<file path="src/rtl/jk_pkg.sv">
// Shared command encoding and JK next-state helpers for the drive sequencer
// and anything that needs to model the flip-flop it drives.
package jk_pkg;

  typedef enum logic [1:0] {
    OP_HOLD   = 2'b00,
    OP_RESET  = 2'b01,
    OP_SET    = 2'b10,
    OP_TOGGLE = 2'b11
  } op_t;

  localparam logic [7:0] ERR_MAX = 8'd255;

  // Returns {j,k} for a command opcode.
  function automatic logic [1:0] op_to_jk(input op_t op);
    logic [1:0] jk;
    case (op)
      OP_HOLD:   jk = 2'b00;
      OP_RESET:  jk = 2'b01;
      OP_SET:    jk = 2'b10;
      OP_TOGGLE: jk = 2'b11;
      default:   jk = 2'b00;
    endcase
    return jk;
  endfunction

  function automatic logic jk_next(input logic q, input logic j, input logic k);
    logic nq;
    case ({j, k})
      2'b00:   nq = q;
      2'b01:   nq = 1'b0;
      2'b10:   nq = 1'b1;
      2'b11:   nq = ~q;
      default: nq = q;
    endcase
    return nq;
  endfunction

endpackage

</file>
<file path="src/rtl/jk_drive_seq_if.sv">
// Command handshake between a command producer and the JK drive sequencer.
interface jk_drive_seq_if #(parameter int CNT_W = 4);
  import jk_pkg::*;

  logic             cmd_valid;
  op_t              cmd_op;
  logic [CNT_W-1:0] cmd_cnt;
  logic             cmd_ready;

  modport master (output cmd_valid, output cmd_op, output cmd_cnt, input cmd_ready);
  modport slave  (input cmd_valid, input cmd_op, input cmd_cnt, output cmd_ready);
endinterface

</file>
<file path="src/rtl/jk_cmd_fifo.sv">
// Registered command FIFO with first-word fall-through read data; writes
// while full and reads while empty are dropped internally.
module jk_cmd_fifo #(
  parameter int DEPTH = 4,
  parameter int WIDTH = 6
) (
  input  logic             clk,
  input  logic             rst,
  input  logic             wr_en,
  input  logic [WIDTH-1:0] wr_data,
  input  logic             rd_en,
  output logic [WIDTH-1:0] rd_data,
  output logic             full,
  output logic             empty
);
  localparam int AW = $clog2(DEPTH);

  logic [AW:0]      wr_ptr_r;
  logic [AW:0]      rd_ptr_r;
  logic [WIDTH-1:0] mem_r [DEPTH];
  logic             push_s;
  logic             pop_s;

  // Extra pointer MSB tells a wrapped (full) pointer pair from an equal (empty) one.
  assign full    = (wr_ptr_r[AW] != rd_ptr_r[AW]) && (wr_ptr_r[AW-1:0] == rd_ptr_r[AW-1:0]);
  assign empty   = (wr_ptr_r == rd_ptr_r);
  assign push_s  = wr_en && !full;
  assign pop_s   = rd_en && !empty;
  assign rd_data = mem_r[rd_ptr_r[AW-1:0]];

  // Pointer update.
  always_ff @(posedge clk or posedge rst) begin
    if (rst) begin
      wr_ptr_r <= {(AW+1){1'b0}};
      rd_ptr_r <= {(AW+1){1'b0}};
    end else begin
      if (push_s) wr_ptr_r <= wr_ptr_r + {{AW{1'b0}}, 1'b1};
      if (pop_s)  rd_ptr_r <= rd_ptr_r + {{AW{1'b0}}, 1'b1};
    end
  end

  // Storage write.
  always_ff @(posedge clk) begin
    if (push_s) mem_r[wr_ptr_r[AW-1:0]] <= wr_data;
  end
endmodule

</file>
<file path="src/rtl/jk_drive_seq.sv">
// Replays queued {op, repeat} commands onto a JK flip-flop's j/k inputs and
// checks the flip-flop output against an internal reference model.
module jk_drive_seq
  import jk_pkg::*;
#(
  parameter int DEPTH = 4,
  parameter int CNT_W = 4
) (
  input  logic                 clk,
  input  logic                 rst,
  jk_drive_seq_if.slave        cmd,
  output logic                 j,
  output logic                 k,
  input  logic                 q_in,
  output logic                 busy,
  output logic                 done,
  output logic                 mismatch,
  output logic [7:0]           err_cnt
);
  typedef enum logic {ST_IDLE = 1'b0, ST_RUN = 1'b1} state_t;

  state_t           state_r;
  logic [CNT_W-1:0] rem_r;
  logic             j_r, k_r, done_r;
  logic             exp_q_r, armed_r, mismatch_r;
  logic [7:0]       err_cnt_r;
  logic             full_s, empty_s, pop_s;
  logic [CNT_W+1:0] head_s;
  op_t              head_op_s;
  logic [CNT_W-1:0] head_cnt_s;

  jk_cmd_fifo #(.DEPTH(DEPTH), .WIDTH(CNT_W + 2)) u_fifo (
    .clk     (clk),
    .rst     (rst),
    .wr_en   (cmd.cmd_valid),
    .wr_data ({cmd.cmd_op, cmd.cmd_cnt}),
    .rd_en   (pop_s),
    .rd_data (head_s),
    .full    (full_s),
    .empty   (empty_s)
  );

  assign head_op_s     = op_t'(head_s[CNT_W+1:CNT_W]);
  assign head_cnt_s    = head_s[CNT_W-1:0];
  assign cmd.cmd_ready = !full_s;
  assign busy          = (state_r == ST_RUN) || !empty_s;
  assign j             = j_r;
  assign k             = k_r;
  assign done          = done_r;
  assign mismatch      = mismatch_r;
  assign err_cnt       = err_cnt_r;

  // Pop whenever the executor is ready for a new command, so commands chain without a bubble.
  always_comb begin
    pop_s = 1'b0;
    if (empty_s) begin
      pop_s = 1'b0;
    end else if (state_r == ST_IDLE) begin
      pop_s = 1'b1;
    end else if (rem_r == {CNT_W{1'b0}}) begin
      pop_s = 1'b1;
    end else begin
      pop_s = 1'b0;
    end
  end

  // Executor FSM with registered j/k/done.
  always_ff @(posedge clk or posedge rst) begin
    if (rst) begin
      state_r <= ST_IDLE;
      rem_r   <= {CNT_W{1'b0}};
      j_r     <= 1'b0;
      k_r     <= 1'b0;
      done_r  <= 1'b0;
    end else begin
      done_r <= 1'b0;
      case (state_r)
        ST_IDLE: begin
          if (pop_s) begin
            {j_r, k_r} <= op_to_jk(head_op_s);
            rem_r      <= head_cnt_s;
            state_r    <= ST_RUN;
          end
        end
        ST_RUN: begin
          if (rem_r != {CNT_W{1'b0}}) begin
            rem_r <= rem_r - {{(CNT_W-1){1'b0}}, 1'b1};
          end else begin
            done_r <= 1'b1;
            if (pop_s) begin
              {j_r, k_r} <= op_to_jk(head_op_s);
              rem_r      <= head_cnt_s;
            end else begin
              j_r     <= 1'b0;
              k_r     <= 1'b0;
              state_r <= ST_IDLE;
            end
          end
        end
        default: begin
          j_r     <= 1'b0;
          k_r     <= 1'b0;
          state_r <= ST_IDLE;
        end
      endcase
    end
  end

  // Reference model and checker; the first edge after reset only arms the check.
  always_ff @(posedge clk or posedge rst) begin
    if (rst) begin
      exp_q_r    <= 1'b0;
      armed_r    <= 1'b0;
      mismatch_r <= 1'b0;
      err_cnt_r  <= 8'd0;
    end else begin
      exp_q_r <= jk_next(exp_q_r, j_r, k_r);
      armed_r <= 1'b1;
      if (armed_r && (q_in != exp_q_r)) begin
        mismatch_r <= 1'b1;
        if (err_cnt_r != ERR_MAX) err_cnt_r <= err_cnt_r + 8'd1;
      end
    end
  end
endmodule

</file>
<file path="src/flat_wrapper.sv">
// flat-port wrapper written by rule: the top's interface ports become plain ports
module jk_drive_seq_flat import jk_pkg::*;
#(
  parameter int DEPTH = 4,
  parameter int CNT_W = 4
)
  (clk, rst, j, k, q_in, busy, done, mismatch, err_cnt, cmd_cmd_valid, cmd_cmd_op, cmd_cmd_cnt, cmd_cmd_ready);
  jk_drive_seq_if #(.CNT_W(CNT_W)) cmd_i ();
  input  logic clk;
  input  logic rst;
  output logic j;
  output logic k;
  input  logic q_in;
  output logic busy;
  output logic done;
  output logic mismatch;
  output logic [7:0] err_cnt;
  input wire logic [$bits(cmd_i.cmd_valid)-1:0] cmd_cmd_valid;
  input wire logic [$bits(cmd_i.cmd_op)-1:0] cmd_cmd_op;
  input wire logic [$bits(cmd_i.cmd_cnt)-1:0] cmd_cmd_cnt;
  output wire logic [$bits(cmd_i.cmd_ready)-1:0] cmd_cmd_ready;
  assign cmd_i.cmd_valid = cmd_cmd_valid;
  assign cmd_i.cmd_op = cmd_cmd_op;
  assign cmd_i.cmd_cnt = cmd_cmd_cnt;
  assign cmd_cmd_ready = cmd_i.cmd_ready;
  jk_drive_seq #(.DEPTH(DEPTH), .CNT_W(CNT_W)) u_core (.clk(clk), .rst(rst), .cmd(cmd_i), .j(j), .k(k), .q_in(q_in), .busy(busy), .done(done), .mismatch(mismatch), .err_cnt(err_cnt));
endmodule
</file>
<file path="config.mk">
export PLATFORM = sky130hd
export DESIGN_NAME = jk_drive_seq_flat
export DESIGN_NICKNAME = d
export VERILOG_FILES = /design/src/rtl/jk_pkg.sv /design/src/rtl/jk_drive_seq_if.sv /design/src/rtl/jk_cmd_fifo.sv /design/src/rtl/jk_drive_seq.sv /design/src/flat_wrapper.sv
export SDC_FILE = /design/constraint.sdc
export NUM_CORES = 1
export LEC_CHECK = 0
export ABC_AREA = 1
export CAP_MARGIN = 40
export CELL_PAD_IN_SITES_DETAIL_PLACEMENT = 1
export CELL_PAD_IN_SITES_GLOBAL_PLACEMENT = 1
export CORE_MARGIN = 2
export CORE_UTILIZATION = 43
export DETAILED_ROUTE_END_ITERATION = 8
export PLACE_DENSITY_LB_ADDON = 0.1
export SYNTH_ARGS = -nofsm -noshare
export SYNTH_HDL_FRONTEND = slang
export SYNTH_SLANG_ARGS = --single-unit
</file>
<file path="constraint.sdc">
create_clock -name clk -period 2.17 [get_ports clk]
set_input_delay 0.651 -clock clk [delete_from_list [all_inputs] [get_ports clk]]
set_output_delay 0.651 -clock clk [all_outputs]
set_load 0.05 [all_outputs]
</file>
# After elaboration in Yosys (flattened, before gate mapping)
# Memories as Yosys holds them, arrays and structs flattened.
# Index checks and enable logic that the tools add are counted.
[word_totals]
reg_bits = 25
ramBits = 24
in_bits = 10
output_inout_bits = 14
wordCells = 67
memories = 1
[memory_table]
columns = ["name", "words", "width", "read_ports", "rd_clocked_by_memory_dff", "write_ports", "line_no", "rtl"]
rows = [
  ["u_core.u_fifo.mem_r", 4, 6, 1, 0, 1, "jk_cmd_fifo.sv:20", "logic [WIDTH-1:0] mem_r [DEPTH];"],
]
[op_classes]
addsub = 4
n_eq_ne = 13
mux = 23
bitwise = 2
n_reduce_logical = 13
[op_table]
columns = ["op", "count"]
rows = [
  ["2-to-1 mux 1 bit", 15],
  ["adder 8 x 1 -> 8 bit, second input constant", 1],
  ["== test 2 bit, second input constant", 4],
  ["2-to-1 mux 4 bit", 2],
  ["!= test 8 bit, second input constant", 1],
  ["one-hot mux 2 bit (4 select lines)", 1],
  ["one-hot mux 4 bit (2 select lines)", 1],
  ["adder 3 x 1 -> 3 bit, second input constant", 2],
  ["one-hot mux 1 bit (2 select lines)", 3],
  ["== test 2 x 1 -> 1 bit, second input constant", 2],
  ["logical AND 1 bit", 4],
  ["zero test 2 bit", 2],
  ["zero test 4 bit", 1],
  ["!= test 2 bit, second input constant", 2],
  ["AND reduction 2 bit", 2],
  ["nonzero test 4 bit", 1],
  ["subtractor 4 x 1 -> 4 bit, second input constant", 1],
  ["== test 3 bit", 1],
  ["one-hot mux 1 bit (3 select lines)", 1],
  ["== test 2 bit", 1],
  ["zero test 1 bit", 2],
  ["!= test 1 bit", 2],
  ["inverter 1 bit", 2],
  ["logical OR 1 bit", 1],
]

# Longest topological paths before layout
[logic_depth]
depth_word = 7
depth_mapped = 9
depth_no_buf = 9

# Hierarchy
# A second synthesis with hierarchy kept.
[unflattened]
hier_cells = 250
area_unflattened_um2 = 2311.0
[modules_own_cells]
columns = ["mod", "instances", "cells_per_inst", "area_per_inst_um2", "seq_area_each_um2"]
rows = [
  ["jk_cmd_fifo", 1, 119, 1313.8, 870.8],
  ["jk_drive_seq", 1, 131, 997.2, 475.5],
]

# Worst setup path after synthesis
# No wires, ideal clock.
[synth_timing]
path_type = "register -> register"
from = "reg u_core.u_fifo.rd_ptr_r[0]"
to = "mem u_core.u_fifo.mem_r[0][0] (enable)"
setup_time_ns = 0.350
arrival_time_ns = 1.398
setup_slack_ns = 0.422
path_stages_with_launch = 9
n_path_buf = 1
cell_sequence = "dfrtp_1 -> buf_2 -> inv_2 -> nand2_1 -> nand2_1 -> nor2_8 -> nand2_4 -> nand2_8 -> nor2_1"
[synth_via]
elab_chain_len = 6
[synth_lines]
columns = ["element", "line_no", "rtl"]
rows = [
  ["from (decl)", "jk_cmd_fifo.sv:19", "logic [AW:0] rd_ptr_r;"],
  ["from (signal assigned)", "jk_cmd_fifo.sv:35", "rd_ptr_r <= {(AW+1){1'b0}};"],
  ["from (signal assigned)", "jk_cmd_fifo.sv:38", "if (pop_s) rd_ptr_r <= rd_ptr_r + {{AW{1'b0}}, 1'b1};"],
  ["== test 2 bit", "jk_cmd_fifo.sv:25", "assign full = (wr_ptr_r[AW] != rd_ptr_r[AW]) && (wr_ptr_r[AW-1:0] == rd_ptr_r[AW-1:0]);"],
  ["logical AND 1 bit", "jk_cmd_fifo.sv:25", ""],
  ["zero test 1 bit", "--", ""],
  ["net cmd_cmd_ready", "flat_wrapper.sv:21", "output wire logic [$bits(cmd_i.cmd_ready)-1:0] cmd_cmd_ready;"],
  ["logical AND 1 bit", "jk_cmd_fifo.sv:27", "assign push_s = wr_en && !full;"],
  ["2-to-1 mux 1 bit", "jk_cmd_fifo.sv:44", "if (push_s) mem_r[wr_ptr_r[AW-1:0]] <= wr_data;"],
  ["2-to-1 mux 1 bit (not written as such)", "jk_cmd_fifo.sv:44", ""],
  ["to (decl)", "jk_cmd_fifo.sv:20", ""],
]
# The timed path passes the listed nets, and every way through them passes these cells.

# Worst setup path after layout
[layout_timing]
from = "reg u_core.u_fifo.wr_ptr_r[0]"
to = "out cmd_cmd_ready"
[layout_via]
elab_chain_len = 3
[layout_lines]
columns = ["element", "line_no", "rtl"]
rows = [
  ["from (decl)", "jk_cmd_fifo.sv:18", "logic [AW:0] wr_ptr_r;"],
  ["from (signal assigned)", "jk_cmd_fifo.sv:34", "wr_ptr_r <= {(AW+1){1'b0}};"],
  ["from (signal assigned)", "jk_cmd_fifo.sv:37", "if (push_s) wr_ptr_r <= wr_ptr_r + {{AW{1'b0}}, 1'b1};"],
  ["== test 2 bit", "jk_cmd_fifo.sv:25", ""],
  ["logical AND 1 bit", "jk_cmd_fifo.sv:25", ""],
  ["zero test 1 bit", "jk_drive_seq.sv:45", "assign cmd.cmd_ready = !full_s;"],
  ["to (decl)", "flat_wrapper.sv:21", ""],
]
# Every way passes these cells.

==> results <==
Yosys cell counts:
cell type / n
nor2_1: 27
o211ai_1: 1
nor3_1: 2
edfxtp_1: 24
nand2_2: 5
conb_1: 1
nor2_8: 1
nand2_1: 66
dfrtp_1: 25
buf_2: 3
xor2_1: 3
nand3b_1: 3
a21oi_1: 2
nand2_4: 1
nand2_8: 1
inv_1: 24
o21ai_2: 1
ha_1: 7
xnor2_1: 4
inv_2: 3
or2_2: 1
nand3_2: 2
o22ai_1: 2
o21ai_1: 1
nand4_1: 4
nand3_1: 12
o21ai_0: 15
final timing paths:
path | startpoint | end | depth (start not counted)
setup / recovery | u_core.u_fifo.wr_ptr_r[0]$_DFFE_PP0P_ | cmd_cmd_ready | 6
hold reg to reg | u_core.mismatch$_DFFE_PP0P_ | u_core.mismatch$_DFFE_PP0P_ | 1
max in group asynchronous | rst | u_core.u_fifo.wr_ptr_r[1]$_DFFE_PP0P_ | 3
min in group asynchronous | rst | u_core.done$_DFF_PP0_ | 3
hold / removal | u_core.mismatch$_DFFE_PP0P_ | u_core.mismatch$_DFFE_PP0P_ | 1
setup reg to reg | u_core.u_fifo.wr_ptr_r[0]$_DFFE_PP0P_ | u_core.u_fifo.mem_r[2][0]$_DFFE_PP_ | 8
cells by family (layout without fill, tap and decap cells):
kind of cell | Yosys count | in the layout
AOI/OAI and AO/OA | 22 | 22
xor gates and xnor gates | 7 | 7
adders and majority gates | 7 | 7
buffers and inverters | 30 | 67
DFF | 49 | 49
other | 1 | 1
and+or+nand+nor | 125 | 125
metrics by stage:
step,cells,utilization (%)
after floorplan,241,-
after global placement,339,51.7
after detailed placement,339,51.7
after CTS,347,53.9
after global routing,348,54.2
final,348,54.2
timing repair:
item                                   in CTS  in global routing
endpoints found under the hold margin       0                  0
hold buffers                                0                  0
resized for setup                           2                  3
setup endpoints to repair                   2                  2
setup buffers                               0                  1
layer usage:
layer | track usage (%) | vias to the layer above
met4 | 5.36 | 0
met5 | 0 | -
met2 | 31.4 | 24
met3 | 4.59 | 7
li1 | - | 847
met1 | 23.3 | 798
layout make-up:
class | instances | area [sq um]
flip-flops and latches | 49 | 1350
well taps | 70 | 87.6
inverters | 27 | 101
clock buffers | 5 | 68.8
fillers | 616 | 2350
multi-input cells | 162 | 850
repair buffers | 32 | 284
clock inverters | 3 | 46.3
report_power, final:
part | switching, W | leakage (nW) | internal [W]
clock network | 0.000304 | 0.0543 | 0.000345
logic | 0.00125 | 0.686 | 0.000668
registers | 0.000240 | 0.521 | 0.00128
total | 0.00179 | 1.26 | 0.00229
critical path, delay by kind of cell (launching register included):
family / cells / cell delay, ns
buffers and inverters: 2 / 0.31
AND/OR/NAND/NOR: 4 / 0.40
flip-flops: 1 / 0.43
flip-flops by register name (all words and copies together), names as in the netlist:
register and flops:
u_core.rem_r 4, u_core.u_fifo.wr_ptr_r 3, u_core.err_cnt 8, u_core.u_fifo.rd_ptr_r 3
u_core.armed_r 1, u_core.k 1, u_core.state_r 1, u_core.done 1
u_core.exp_q_r 1, u_core.u_fifo.mem_r 24, u_core.j 1, u_core.mismatch 1
==> impl_metrics.yaml <==
yosys:
  synth_xor_area_share_pct: 2.65
  synthTopCellsByArea: "edfxtp_1, dfrtp_1, nand2_1, nor2_1, inv_1"
  syn_nets: 258
  synth_seq_cells: 49
  muxShareOfSynthArea_pct: 0
  synth-simple-area-share_pct: 24.9
  synthCells: 241
  syn-cell-area_sq_um: 2310
  synth_top_area_cell: "edfxtp_1"
  synth_adder_area_share_pct: 3.79
  ys_types: 27
  synth.yosys.seq_area_share_pct: 58.3
  syn_area_per_cell_sq_um: 9.58
  synth_top_cell_area_share_pct: 31.2
  synth_compound_area_share_pct: 5.15
  synth_top_family_by_area: "simple AND/OR/NAND/NOR gates"
  ys_warn_count: 0
detailed_routing:
  highest-signal-layer: "met4"
  wirelength_um: 4950
  wl_per_cell_um: 14.2
  ant_nets: 0
  wl_met2_um: 2480
  dr.first_iter.drc_count: 78
  vias: 1676
  drcViolationCount: 0
  vias_per_cell: 4.82
  wl_met3_um: 149
  met1_length_um: 2250
  dr.pass1.iters: 4
placed_design:
  dpl_worst_slack_ns: 0.175
  globalplace.congestion: 0.759
  place_hpwl_um: 3820
  place_area_sq_um: 2660
  numPortBuffers: 23
run:
  cap_violations: 0
floorplan:
  die_x_um: 77.3
  die_h_um: 77.3
  fp-row-count: 26
  initial_core_util_pct: 44.9
  die_area_sq_um: 5970
  coreArea_sq_um: 5140
  ios: 24
timing:
  final-max-slew-violation-count: 0
  setup_slack_ns: 0.0838
  setup_tns_ns: 0
  finalCriticalPeriod_ns: 2.09
  hold_violations: 0
  setup_viol: 0
  skew_ns: 0.00383
  hold_ws_ns: 0.470
  max_freq_mhz: 479
  post-route-period-util_pct: 96.1
  rsz0062_at_grt: "false"
setup_path:
  cp_cell_sequence: "inv_1, nand2_1, nand2_1, nor2_8, nand2_4, buf_12"
  crit_top_cell: "nand2_1"
  cp_slowest_cell: "dfrtp_2"
  critical_path.max_stage_delay_ns: 0.43
  cp_data_arrival_time_ns: 1.44
  cp-end-kind: "output port"
  startpoint_type: "register"
  crit_fanout: 5
  ff2ff_setup_slack_ns: 0.56
  cp.required_ns: 1.52
  path_class: "register to output port"
clock_tree:
  cts-root-buf: "clkbuf_8"
  cts_tree: "done"
  clkLatencyLatePin_ns: 0.30
  cts_buffers: 5
  clockBufferDepth: 2
  clock-sinks: 49
  clk_pin_slew_ns: 0.09
  htreeDepth: 2
power:
  peakVddDrop_v: 0.000556
  finalPower_w: 0.00408
  power.leakage_nw: 1.26
  power_density_nw_per_um2: 1460
layout:
  final_area_sq_um: 2790
  antennaDiodeCount: 0
  syn_to_final_growth_pct: 20.7
  final_cell_mix: "nand2_1, nor2_1, inv_1, edfxtp_1, dfrtp_1"
  fin_nets: 294
  drive_gt1_share_pct: 17.3
  final_common_cell: "nand2_1"
hold_path:
  hold_path.class: "register to register"
global_route:
  grt_max_degree: 26
  grt_pass1_vias: 1713
  antenna_found_initial: 0
  track_usage_pct: 18.5
  overflow: 0
  grt_pass1_wl_um: 8490
run_status:
  status: "finished clean"
Power figures use the tool's default switching activity.
